`config.mk`:
```
export PLATFORM = sky130hd
export DESIGN_NAME = asynfifo_flow_monitor_flat
export DESIGN_NICKNAME = d
export VERILOG_FILES = /design/src/rtl/asynfifo_flow_monitor_if.sv /design/src/rtl/asynfifo_flow_monitor.sv /design/src/flat_wrapper.sv
export SDC_FILE = /design/constraint.sdc
export NUM_CORES = 2
export LEC_CHECK = 0
export BUFFER_PORTS_ARGS = -buffer_cell sky130_fd_sc_hd__buf_2
export CAP_MARGIN = 20
export CORE_ASPECT_RATIO = 1.2
export CORE_MARGIN = 5
export CORE_UTILIZATION = 55
export DETAILED_ROUTE_END_ITERATION = 12
export GPL_ROUTABILITY_DRIVEN = 0
export PLACE_DENSITY = 0.72
export SLEW_MARGIN = 20
export SYNTH_ARGS = -nofsm -noshare
export SYNTH_HDL_FRONTEND = slang
export SYNTH_SLANG_ARGS = --single-unit
```
`constraint.sdc`:
```
create_clock -name i_clk -period 5.1 [get_ports i_clk]
set_clock_uncertainty 0.2 [all_clocks]
set_input_delay 0.51 -clock i_clk [delete_from_list [all_inputs] [get_ports i_clk]]
set_output_delay 0.51 -clock i_clk [all_outputs]
set_load 0.02 [all_outputs]
```
`src/rtl/asynfifo_flow_monitor_if.sv`:
```
// Event inputs, clear/read controls and status outputs of the async FIFO flow monitor.
// master drives events and read requests; slave is the monitor itself.
interface asynfifo_flow_monitor_if #(
    parameter int NUM_CH = 9,
    parameter int CNT_W  = 16,
    parameter int CH_W   = (NUM_CH > 1) ? $clog2(NUM_CH) : 1
);
    logic [NUM_CH-1:0] i_rx_ovf_pulse;
    logic [NUM_CH-1:0] i_rx_udf_pulse;
    logic [NUM_CH-1:0] i_tx_ovf_pulse;
    logic              i_clear;
    logic              i_rd_req;
    logic [CH_W-1:0]   i_rd_sel;
    logic              o_rd_valid;
    logic [CNT_W-1:0]  o_rd_rx_ovf_cnt;
    logic [CNT_W-1:0]  o_rd_rx_udf_cnt;
    logic [CNT_W-1:0]  o_rd_tx_ovf_cnt;
    logic [NUM_CH-1:0] o_rx_ovf_sticky;
    logic [NUM_CH-1:0] o_rx_udf_sticky;
    logic [NUM_CH-1:0] o_tx_ovf_sticky;
    logic              o_rx_ovf_led;
    logic              o_rx_udf_led;
    logic              o_tx_ovf_led;

    modport master (
        output i_rx_ovf_pulse, i_rx_udf_pulse, i_tx_ovf_pulse,
        output i_clear, i_rd_req, i_rd_sel,
        input  o_rd_valid, o_rd_rx_ovf_cnt, o_rd_rx_udf_cnt, o_rd_tx_ovf_cnt,
        input  o_rx_ovf_sticky, o_rx_udf_sticky, o_tx_ovf_sticky,
        input  o_rx_ovf_led, o_rx_udf_led, o_tx_ovf_led
    );

    modport slave (
        input  i_rx_ovf_pulse, i_rx_udf_pulse, i_tx_ovf_pulse,
        input  i_clear, i_rd_req, i_rd_sel,
        output o_rd_valid, o_rd_rx_ovf_cnt, o_rd_rx_udf_cnt, o_rd_tx_ovf_cnt,
        output o_rx_ovf_sticky, o_rx_udf_sticky, o_tx_ovf_sticky,
        output o_rx_ovf_led, o_rx_udf_led, o_tx_ovf_led
    );
endinterface

```
`src/rtl/asynfifo_flow_monitor.sv`:
```
// Per-channel async FIFO overflow/underflow monitor: sticky flags, saturating counters, stretched LEDs.
// Latency: sync events visible 1 cycle later, async rx overflow 3 cycles later; reads return 1 cycle later.
// Backpressure: none; every rising edge is accepted every cycle, reads are single-cycle strobes.
module asynfifo_flow_monitor #(
    parameter int                NUM_CH      = 9,
    parameter int                CNT_W       = 16,
    parameter int                LED_HOLD    = 125000,
    parameter logic [NUM_CH-1:0] RXOVF_ASYNC = {NUM_CH{1'b1}}
) (
    input  logic                  i_clk,
    input  logic                  i_rst_n,
    asynfifo_flow_monitor_if.slave bus
);
    localparam int CH_W  = (NUM_CH > 1) ? $clog2(NUM_CH) : 1;
    localparam int TMR_W = $clog2(LED_HOLD + 1);

    logic [NUM_CH-1:0] rx_ovf_d, rx_ovf_s1, rx_ovf_s2, rx_ovf_s3;
    logic [NUM_CH-1:0] rx_udf_d, tx_ovf_d;
    logic [NUM_CH-1:0] rx_ovf_ev, rx_udf_ev, tx_ovf_ev;

    logic [NUM_CH-1:0][CNT_W-1:0] rx_ovf_cnt, rx_udf_cnt, tx_ovf_cnt;
    logic [NUM_CH-1:0]            rx_ovf_sticky, rx_udf_sticky, tx_ovf_sticky;

    logic [2:0][TMR_W-1:0] tmr_q, tmr_d;
    logic [2:0]            any_ev, led_q;

    logic [CH_W-1:0]  rd_sel;
    logic [CNT_W-1:0] rd_rx_ovf, rd_rx_udf, rd_tx_ovf;
    logic [CNT_W-1:0] rd_rx_ovf_q, rd_rx_udf_q, rd_tx_ovf_q;
    logic             rd_valid_q;

    assign rd_sel = bus.i_rd_sel;

    // Delay and synchroniser registers; s1 is the metastability-absorbing stage.
    always_ff @(posedge i_clk) begin
        if (!i_rst_n) begin
            rx_ovf_d  <= '0;
            rx_ovf_s1 <= '0;
            rx_ovf_s2 <= '0;
            rx_ovf_s3 <= '0;
            rx_udf_d  <= '0;
            tx_ovf_d  <= '0;
        end else begin
            rx_ovf_d  <= bus.i_rx_ovf_pulse;
            rx_ovf_s1 <= bus.i_rx_ovf_pulse;
            rx_ovf_s2 <= rx_ovf_s1;
            rx_ovf_s3 <= rx_ovf_s2;
            rx_udf_d  <= bus.i_rx_udf_pulse;
            tx_ovf_d  <= bus.i_tx_ovf_pulse;
        end
    end

    // Per-bit choice between the synchronised and the direct edge detector.
    assign rx_ovf_ev = (RXOVF_ASYNC & rx_ovf_s2 & ~rx_ovf_s3)
                     | (~RXOVF_ASYNC & bus.i_rx_ovf_pulse & ~rx_ovf_d);
    assign rx_udf_ev = bus.i_rx_udf_pulse & ~rx_udf_d;
    assign tx_ovf_ev = bus.i_tx_ovf_pulse & ~tx_ovf_d;

    // Clear takes effect first so an edge in the clear cycle still counts.
    function automatic logic [CNT_W-1:0] cnt_next(input logic [CNT_W-1:0] cur,
                                                  input logic hit, input logic clr);
        logic [CNT_W-1:0] base;
        base = clr ? '0 : cur;
        if (hit && (base != '1)) base = base + CNT_W'(1);
        return base;
    endfunction

    always_ff @(posedge i_clk) begin
        if (!i_rst_n) begin
            rx_ovf_cnt    <= '0;
            rx_udf_cnt    <= '0;
            tx_ovf_cnt    <= '0;
            rx_ovf_sticky <= '0;
            rx_udf_sticky <= '0;
            tx_ovf_sticky <= '0;
        end else begin
            for (int k = 0; k < NUM_CH; k++) begin
                rx_ovf_cnt[k] <= cnt_next(rx_ovf_cnt[k], rx_ovf_ev[k], bus.i_clear);
                rx_udf_cnt[k] <= cnt_next(rx_udf_cnt[k], rx_udf_ev[k], bus.i_clear);
                tx_ovf_cnt[k] <= cnt_next(tx_ovf_cnt[k], tx_ovf_ev[k], bus.i_clear);
            end
            rx_ovf_sticky <= (bus.i_clear ? '0 : rx_ovf_sticky) | rx_ovf_ev;
            rx_udf_sticky <= (bus.i_clear ? '0 : rx_udf_sticky) | rx_udf_ev;
            tx_ovf_sticky <= (bus.i_clear ? '0 : tx_ovf_sticky) | tx_ovf_ev;
        end
    end

    assign any_ev = {|tx_ovf_ev, |rx_udf_ev, |rx_ovf_ev};

    always_comb begin
        tmr_d = tmr_q;
        for (int t = 0; t < 3; t++) begin
            if (any_ev[t]) begin
                tmr_d[t] = TMR_W'(LED_HOLD);
            end else if (tmr_q[t] != '0) begin
                tmr_d[t] = tmr_q[t] - TMR_W'(1);
            end
        end
    end

    always_ff @(posedge i_clk) begin
        if (!i_rst_n) begin
            tmr_q <= '0;
            led_q <= '0;
        end else begin
            tmr_q <= tmr_d;
            for (int t = 0; t < 3; t++) begin
                led_q[t] <= (tmr_d[t] != '0);
            end
        end
    end

    // Out-of-range selects fall through to zero counts.
    always_comb begin
        rd_rx_ovf = '0;
        rd_rx_udf = '0;
        rd_tx_ovf = '0;
        for (int k = 0; k < NUM_CH; k++) begin
            if (32'(rd_sel) == k) begin
                rd_rx_ovf = rx_ovf_cnt[k];
                rd_rx_udf = rx_udf_cnt[k];
                rd_tx_ovf = tx_ovf_cnt[k];
            end
        end
    end

    always_ff @(posedge i_clk) begin
        if (!i_rst_n) begin
            rd_valid_q  <= 1'b0;
            rd_rx_ovf_q <= '0;
            rd_rx_udf_q <= '0;
            rd_tx_ovf_q <= '0;
        end else begin
            rd_valid_q <= bus.i_rd_req;
            if (bus.i_rd_req) begin
                rd_rx_ovf_q <= rd_rx_ovf;
                rd_rx_udf_q <= rd_rx_udf;
                rd_tx_ovf_q <= rd_tx_ovf;
            end
        end
    end

    assign bus.o_rd_valid      = rd_valid_q;
    assign bus.o_rd_rx_ovf_cnt = rd_rx_ovf_q;
    assign bus.o_rd_rx_udf_cnt = rd_rx_udf_q;
    assign bus.o_rd_tx_ovf_cnt = rd_tx_ovf_q;
    assign bus.o_rx_ovf_sticky = rx_ovf_sticky;
    assign bus.o_rx_udf_sticky = rx_udf_sticky;
    assign bus.o_tx_ovf_sticky = tx_ovf_sticky;
    assign bus.o_rx_ovf_led    = led_q[0];
    assign bus.o_rx_udf_led    = led_q[1];
    assign bus.o_tx_ovf_led    = led_q[2];
endmodule

```
`src/flat_wrapper.sv`:
```
// flat-port wrapper written by rule: the top's interface ports become plain ports
module asynfifo_flow_monitor_flat 
#(
    parameter int                NUM_CH      = 9,
    parameter int                CNT_W       = 16,
    parameter int                LED_HOLD    = 125000,
    parameter logic [NUM_CH-1:0] RXOVF_ASYNC = {NUM_CH{1'b1}}
)
  (i_clk, i_rst_n, bus_i_rx_ovf_pulse, bus_i_rx_udf_pulse, bus_i_tx_ovf_pulse, bus_i_clear, bus_i_rd_req, bus_i_rd_sel, bus_o_rd_valid, bus_o_rd_rx_ovf_cnt, bus_o_rd_rx_udf_cnt, bus_o_rd_tx_ovf_cnt, bus_o_rx_ovf_sticky, bus_o_rx_udf_sticky, bus_o_tx_ovf_sticky, bus_o_rx_ovf_led, bus_o_rx_udf_led, bus_o_tx_ovf_led);
  asynfifo_flow_monitor_if #(.NUM_CH(NUM_CH), .CNT_W(CNT_W)) bus_i ();
  input  logic i_clk;
  input  logic i_rst_n;
  input wire logic [$bits(bus_i.i_rx_ovf_pulse)-1:0] bus_i_rx_ovf_pulse;
  input wire logic [$bits(bus_i.i_rx_udf_pulse)-1:0] bus_i_rx_udf_pulse;
  input wire logic [$bits(bus_i.i_tx_ovf_pulse)-1:0] bus_i_tx_ovf_pulse;
  input wire logic [$bits(bus_i.i_clear)-1:0] bus_i_clear;
  input wire logic [$bits(bus_i.i_rd_req)-1:0] bus_i_rd_req;
  input wire logic [$bits(bus_i.i_rd_sel)-1:0] bus_i_rd_sel;
  output wire logic [$bits(bus_i.o_rd_valid)-1:0] bus_o_rd_valid;
  output wire logic [$bits(bus_i.o_rd_rx_ovf_cnt)-1:0] bus_o_rd_rx_ovf_cnt;
  output wire logic [$bits(bus_i.o_rd_rx_udf_cnt)-1:0] bus_o_rd_rx_udf_cnt;
  output wire logic [$bits(bus_i.o_rd_tx_ovf_cnt)-1:0] bus_o_rd_tx_ovf_cnt;
  output wire logic [$bits(bus_i.o_rx_ovf_sticky)-1:0] bus_o_rx_ovf_sticky;
  output wire logic [$bits(bus_i.o_rx_udf_sticky)-1:0] bus_o_rx_udf_sticky;
  output wire logic [$bits(bus_i.o_tx_ovf_sticky)-1:0] bus_o_tx_ovf_sticky;
  output wire logic [$bits(bus_i.o_rx_ovf_led)-1:0] bus_o_rx_ovf_led;
  output wire logic [$bits(bus_i.o_rx_udf_led)-1:0] bus_o_rx_udf_led;
  output wire logic [$bits(bus_i.o_tx_ovf_led)-1:0] bus_o_tx_ovf_led;
  assign bus_i.i_rx_ovf_pulse = bus_i_rx_ovf_pulse;
  assign bus_i.i_rx_udf_pulse = bus_i_rx_udf_pulse;
  assign bus_i.i_tx_ovf_pulse = bus_i_tx_ovf_pulse;
  assign bus_i.i_clear = bus_i_clear;
  assign bus_i.i_rd_req = bus_i_rd_req;
  assign bus_i.i_rd_sel = bus_i_rd_sel;
  assign bus_o_rd_valid = bus_i.o_rd_valid;
  assign bus_o_rd_rx_ovf_cnt = bus_i.o_rd_rx_ovf_cnt;
  assign bus_o_rd_rx_udf_cnt = bus_i.o_rd_rx_udf_cnt;
  assign bus_o_rd_tx_ovf_cnt = bus_i.o_rd_tx_ovf_cnt;
  assign bus_o_rx_ovf_sticky = bus_i.o_rx_ovf_sticky;
  assign bus_o_rx_udf_sticky = bus_i.o_rx_udf_sticky;
  assign bus_o_tx_ovf_sticky = bus_i.o_tx_ovf_sticky;
  assign bus_o_rx_ovf_led = bus_i.o_rx_ovf_led;
  assign bus_o_rx_udf_led = bus_i.o_rx_udf_led;
  assign bus_o_tx_ovf_led = bus_i.o_tx_ovf_led;
  asynfifo_flow_monitor #(.NUM_CH(NUM_CH), .CNT_W(CNT_W), .LED_HOLD(LED_HOLD), .RXOVF_ASYNC(RXOVF_ASYNC)) u_core (.i_clk(i_clk), .i_rst_n(i_rst_n), .bus(bus_i));
endmodule
```
==> summary.txt <==
Logic synthesis
  • Post-Synth Simple-Gate Area: 0.310
  • Number of distinct library cells after synthesis: 76
  • Post-synthesis register bit count: 607
  • Synth Instances: 3654
  • Xor/xnor cell area share of the yosys netlist: 0.114
  • Largest family of logic cells by synthesized area: simple AND/OR/NAND/NOR gates
  • Yosys warnings: 0
  • Adder-cell share of the synthesized area: 0.0137
  • Number of synthesized flops with an enable pin: 0
  • Synth area leaders: dfxtp_1 (40%), xnor2_1 (6.8%), nor2_1 (5.9%)
  • Sequential share of the synthesized area: 0.403
  • Synth Net Count: 3722
  • Yosys top cell by area: dfxtp_1
  • Mux cell area share after synthesis: 0.0122
  • Dominant synthesized flop cell: dfxtp_1
  • Yosys top cell area share: 0.403
  • Netlist Area Pre-Place: 30100 sq um
  • Synth async-reset ratio: 0
  • Post-Syn Area per Cell: 8.25 sq um
  • Compound-Gate Fraction of Synth Area: 0.117

Clock network
  • Post-CTS Setup Bufs: 0
  • Clock sink total: 607
  • Clk root buf: clkbuf_16
  • H-tree Lvls: 2
  • Hold Buf Count CTS: 27
  • Worst-skew pair later-pin latency: 630 ps
  • Clock Pin Slew Worst Setup and Hold Paths: 60 ps
  • TritonCTS clock tree: built
  • TritonCTS buffer count: 60
  • Post-cts sizing count: 0
  • Clock buffer depth: 3

Global routing
  • Met2 GRT Util: 0.463
  • Grt met3 use: 0.0378
  • Largest net degree at the start of global routing: 146
  • Met1 global-route usage: 0.354
  • Overall Global Routing Usage: 0.271
  • First-pass GRT wire length: 134 mm
  • GRT overflow: 0
  • Initial antenna violation count: 4
  • Vias in the first global route: 24900
  • Busiest grt layer: met2

Placement
  • Dpl cells: 4339
  • Post-detail-place hpwl: 58.7 mm
  • Area after DPL: 31300 sq um
  • Port bufs: 113

Timing
  • Slew HR: 0.235
  • RSZ-0062 raised after global routing: false
  • Slew Viols, Final: 0
  • Max Clk Rate: 0.313 GHz
  • Fin Setup TNS: 0 ps
  • Min cycle time layout: 3200 ps
  • Fin crit share: 0.627
  • Worst-Margin Slew: 1130 ps
  • Final hold violation count: 0
  • Endpoints failing setup: 0

Job
  • Max cap viols: 0

Setup path
  • Worst Setup Start Kind: register
  • Crit. Startpoint: u_core.tmr_q[17]$_SDFF_PN0_
  • Worst setup EP type: register
  • CP max stage cell: or3b_2
  • CP required: 5330 ps
  • Worst Path Buf+Inv: 1
  • Crit-path cells: inv_1 -> ha_1 -> or3b_2 -> o31a_1 -> a211oi_1 -> o311ai_0 -> a2111oi_0 -> a31oi_1
  • Max FO, Critical Path: 7
  • Crit Path Class: reg -> reg
  • Max incr delay on CP: 550 ps
  • Reg-to-Reg Start: u_core.tmr_q[17]$_SDFF_PN0_
  • CP top delay family: compound AO/OA/AOI/OAI gates
  • Flop2flop setup slack: 1900 ps
  • Critical path arrival: 3430 ps

Pwr
  • Max VDD drop: 0.290 mV
  • Leak Pwr: 0.0118 uW
  • Pwr dens: 302 nW/um^2
  • Total power: 10200 uW

Hold path
  • Worst hold-check path type: in -> reg
  • Min-delay src: i_rst_n

Route
  • DRC violation total after the first TritonRoute iteration: 2524
  • WL/cell: 18.9 microns
  • Drt drc: 0
  • Final WL: 84.6 mm
  • Via count: 27100
  • DR vias/cell: 6.06
  • Drt pass-1 iters: 11
  • ANT nets after route: 0

Cells and area
  • Share of cells above drive strength 1: 0.0807
  • Final Non-Filler Cells: 4478
  • Nets: 3776
  • Final Cell Area: 33600 sq um
  • Synth-to-Final Area Change: 11.7%

Floorplanning
  • Die Y: 266 microns
  • Starting Density: 0.552
  • FP Rows: 94
  • Core area: 54600 sq um
  • Number of top-level pins: 114
  • Die footprint: 59600 sq um
  • Die extent in x: 224 microns

Status
  • Outcome: finished, final reports clean
[state kept, by name, indices dropped and copies added, names as in the netlist, 16 cells and up]
register	count
u_core.tx_ovf_cnt	144
u_core.rx_ovf_cnt	144
u_core.bus.o_rd_rx_udf_cnt	16
u_core.rx_udf_cnt	144
u_core.bus.o_rd_tx_ovf_cnt	16
u_core.bus.o_rd_rx_ovf_cnt	16
u_core.tmr_q	51
[cell usage in the layout, fill, tap and decap left out, types with 45 or more instances in the layout]
| cell type | Yosys | routed |
|---|---|---|
| nand4_1 | 159 | 159 |
| nor2_1 | 477 | 477 |
| o21ai_0 | 94 | 94 |
| nand2b_1 | 45 | 45 |
| nor3_1 | 68 | 68 |
| buf_2 | 10 | 111 |
| clkbuf_16 | 0 | 61 |
| and3_1 | 68 | 68 |
| dfxtp_1 | 607 | 607 |
| and2_1 | 77 | 77 |
| and4_1 | 46 | 46 |
| inv_1 | 48 | 46 |
| nor4_1 | 61 | 60 |
| xor2_1 | 157 | 157 |
| nor2b_1 | 133 | 133 |
| a21oi_1 | 150 | 150 |
| nand2_1 | 416 | 415 |
| a22oi_1 | 78 | 78 |
| nand3_1 | 155 | 155 |
| xnor2_1 | 235 | 235 |
[worst register-to-register path, stage by stage (launching register included)]
cell and delay (ps):
dfxtp_1 350, inv_1 140, ha_1 220, or3b_2 550
o31a_1 330, a211oi_1 290, o311ai_0 220, a2111oi_0 420
a31oi_1 290
[power by group]
part           switching [uW]  internal [uW]  total [uW]
Sequential               70.7           4830        4900
Clock                    1890           2670        4560
Combinational             467            231         698
[cells in the mapped netlist, types with 9 or more instances]
| cell type | count |
|---|---|
| a211oi_1 | 32 |
| a21oi_1 | 150 |
| a221oi_1 | 12 |
| a222oi_1 | 37 |
| a22o_1 | 12 |
| a22oi_1 | 78 |
| a31oi_1 | 16 |
| and2_1 | 77 |
| and3_1 | 68 |
| and4_1 | 46 |
| and4b_1 | 10 |
| buf_2 | 10 |
| clkbuf_1 | 174 |
| dfxtp_1 | 607 |
| ha_1 | 33 |
| inv_1 | 48 |
| mux2i_1 | 21 |
| nand2_1 | 416 |
| nand2b_1 | 45 |
| nand3_1 | 155 |
| nand3b_1 | 16 |
| nand4_1 | 159 |
| nand4b_1 | 9 |
| nor2_1 | 477 |
| nor2b_1 | 133 |
| nor3_1 | 68 |
| nor3b_1 | 9 |
| nor4_1 | 61 |
| o21ai_0 | 94 |
| o31ai_1 | 10 |
| or3_1 | 40 |
| or4_1 | 18 |
| xnor2_1 | 235 |
| xor2_1 | 157 |
[layout make-up]
class | count | area, sq um
diodes | 3 | 7.51
clock buffers | 86 | 1750
multi-input cells | 2807 | 17200
flip-flops and latches | 607 | 12200
fillers | 4879 | 20900
repair buffers | 184 | 1210
inverters | 48 | 193
well taps | 720 | 901
clock inverters | 23 | 275
[metrics by stage]
stage | util | hold WS, ps | setup slack (ps)
floorplan | - | 212 | 1210
global placement | 0.574 | 215 | 1620
detailed placement | 0.574 | 222 | 1500
CTS | 0.616 | 89.6 | 1900
global route | 0.616 | 118 | 1720
finish | 0.616 | 140 | 1900
[cell families (layout without fill, tap and decap cells)]
| family | after synthesis | count (layout) |
|---|---|---|
| other cells | 0 | 3 |
| buf+inv | 240 | 341 |
| fa+ha+maj | 33 | 33 |
| compound gates | 516 | 516 |
| simple gates | 1835 | 1835 |
| flops | 607 | 607 |
| xor+xnor | 392 | 392 |
| mux | 31 | 31 |
[final timing paths]
check                                      to  cells past startpoint
max                u_core.led_q[1]$_SDFF_PN0_                      8
min          u_core.tx_ovf_cnt[47]$_SDFF_PN0_                      2
max reg2reg        u_core.led_q[1]$_SDFF_PN0_                      8
min reg2reg    u_core.rx_ovf_s2[4]$_SDFF_PN0_                      1
[routing by layer]
metal / vias to the layer above / share of wire
met2: 978 / 0.48
met4: 2 / 0.038
met3: 199 / 0.064
met5: - / 0.00017
met1: 12900 / 0.42
li1: 13000 / -
No activity file was read; power rests on OpenSTA's default activity.
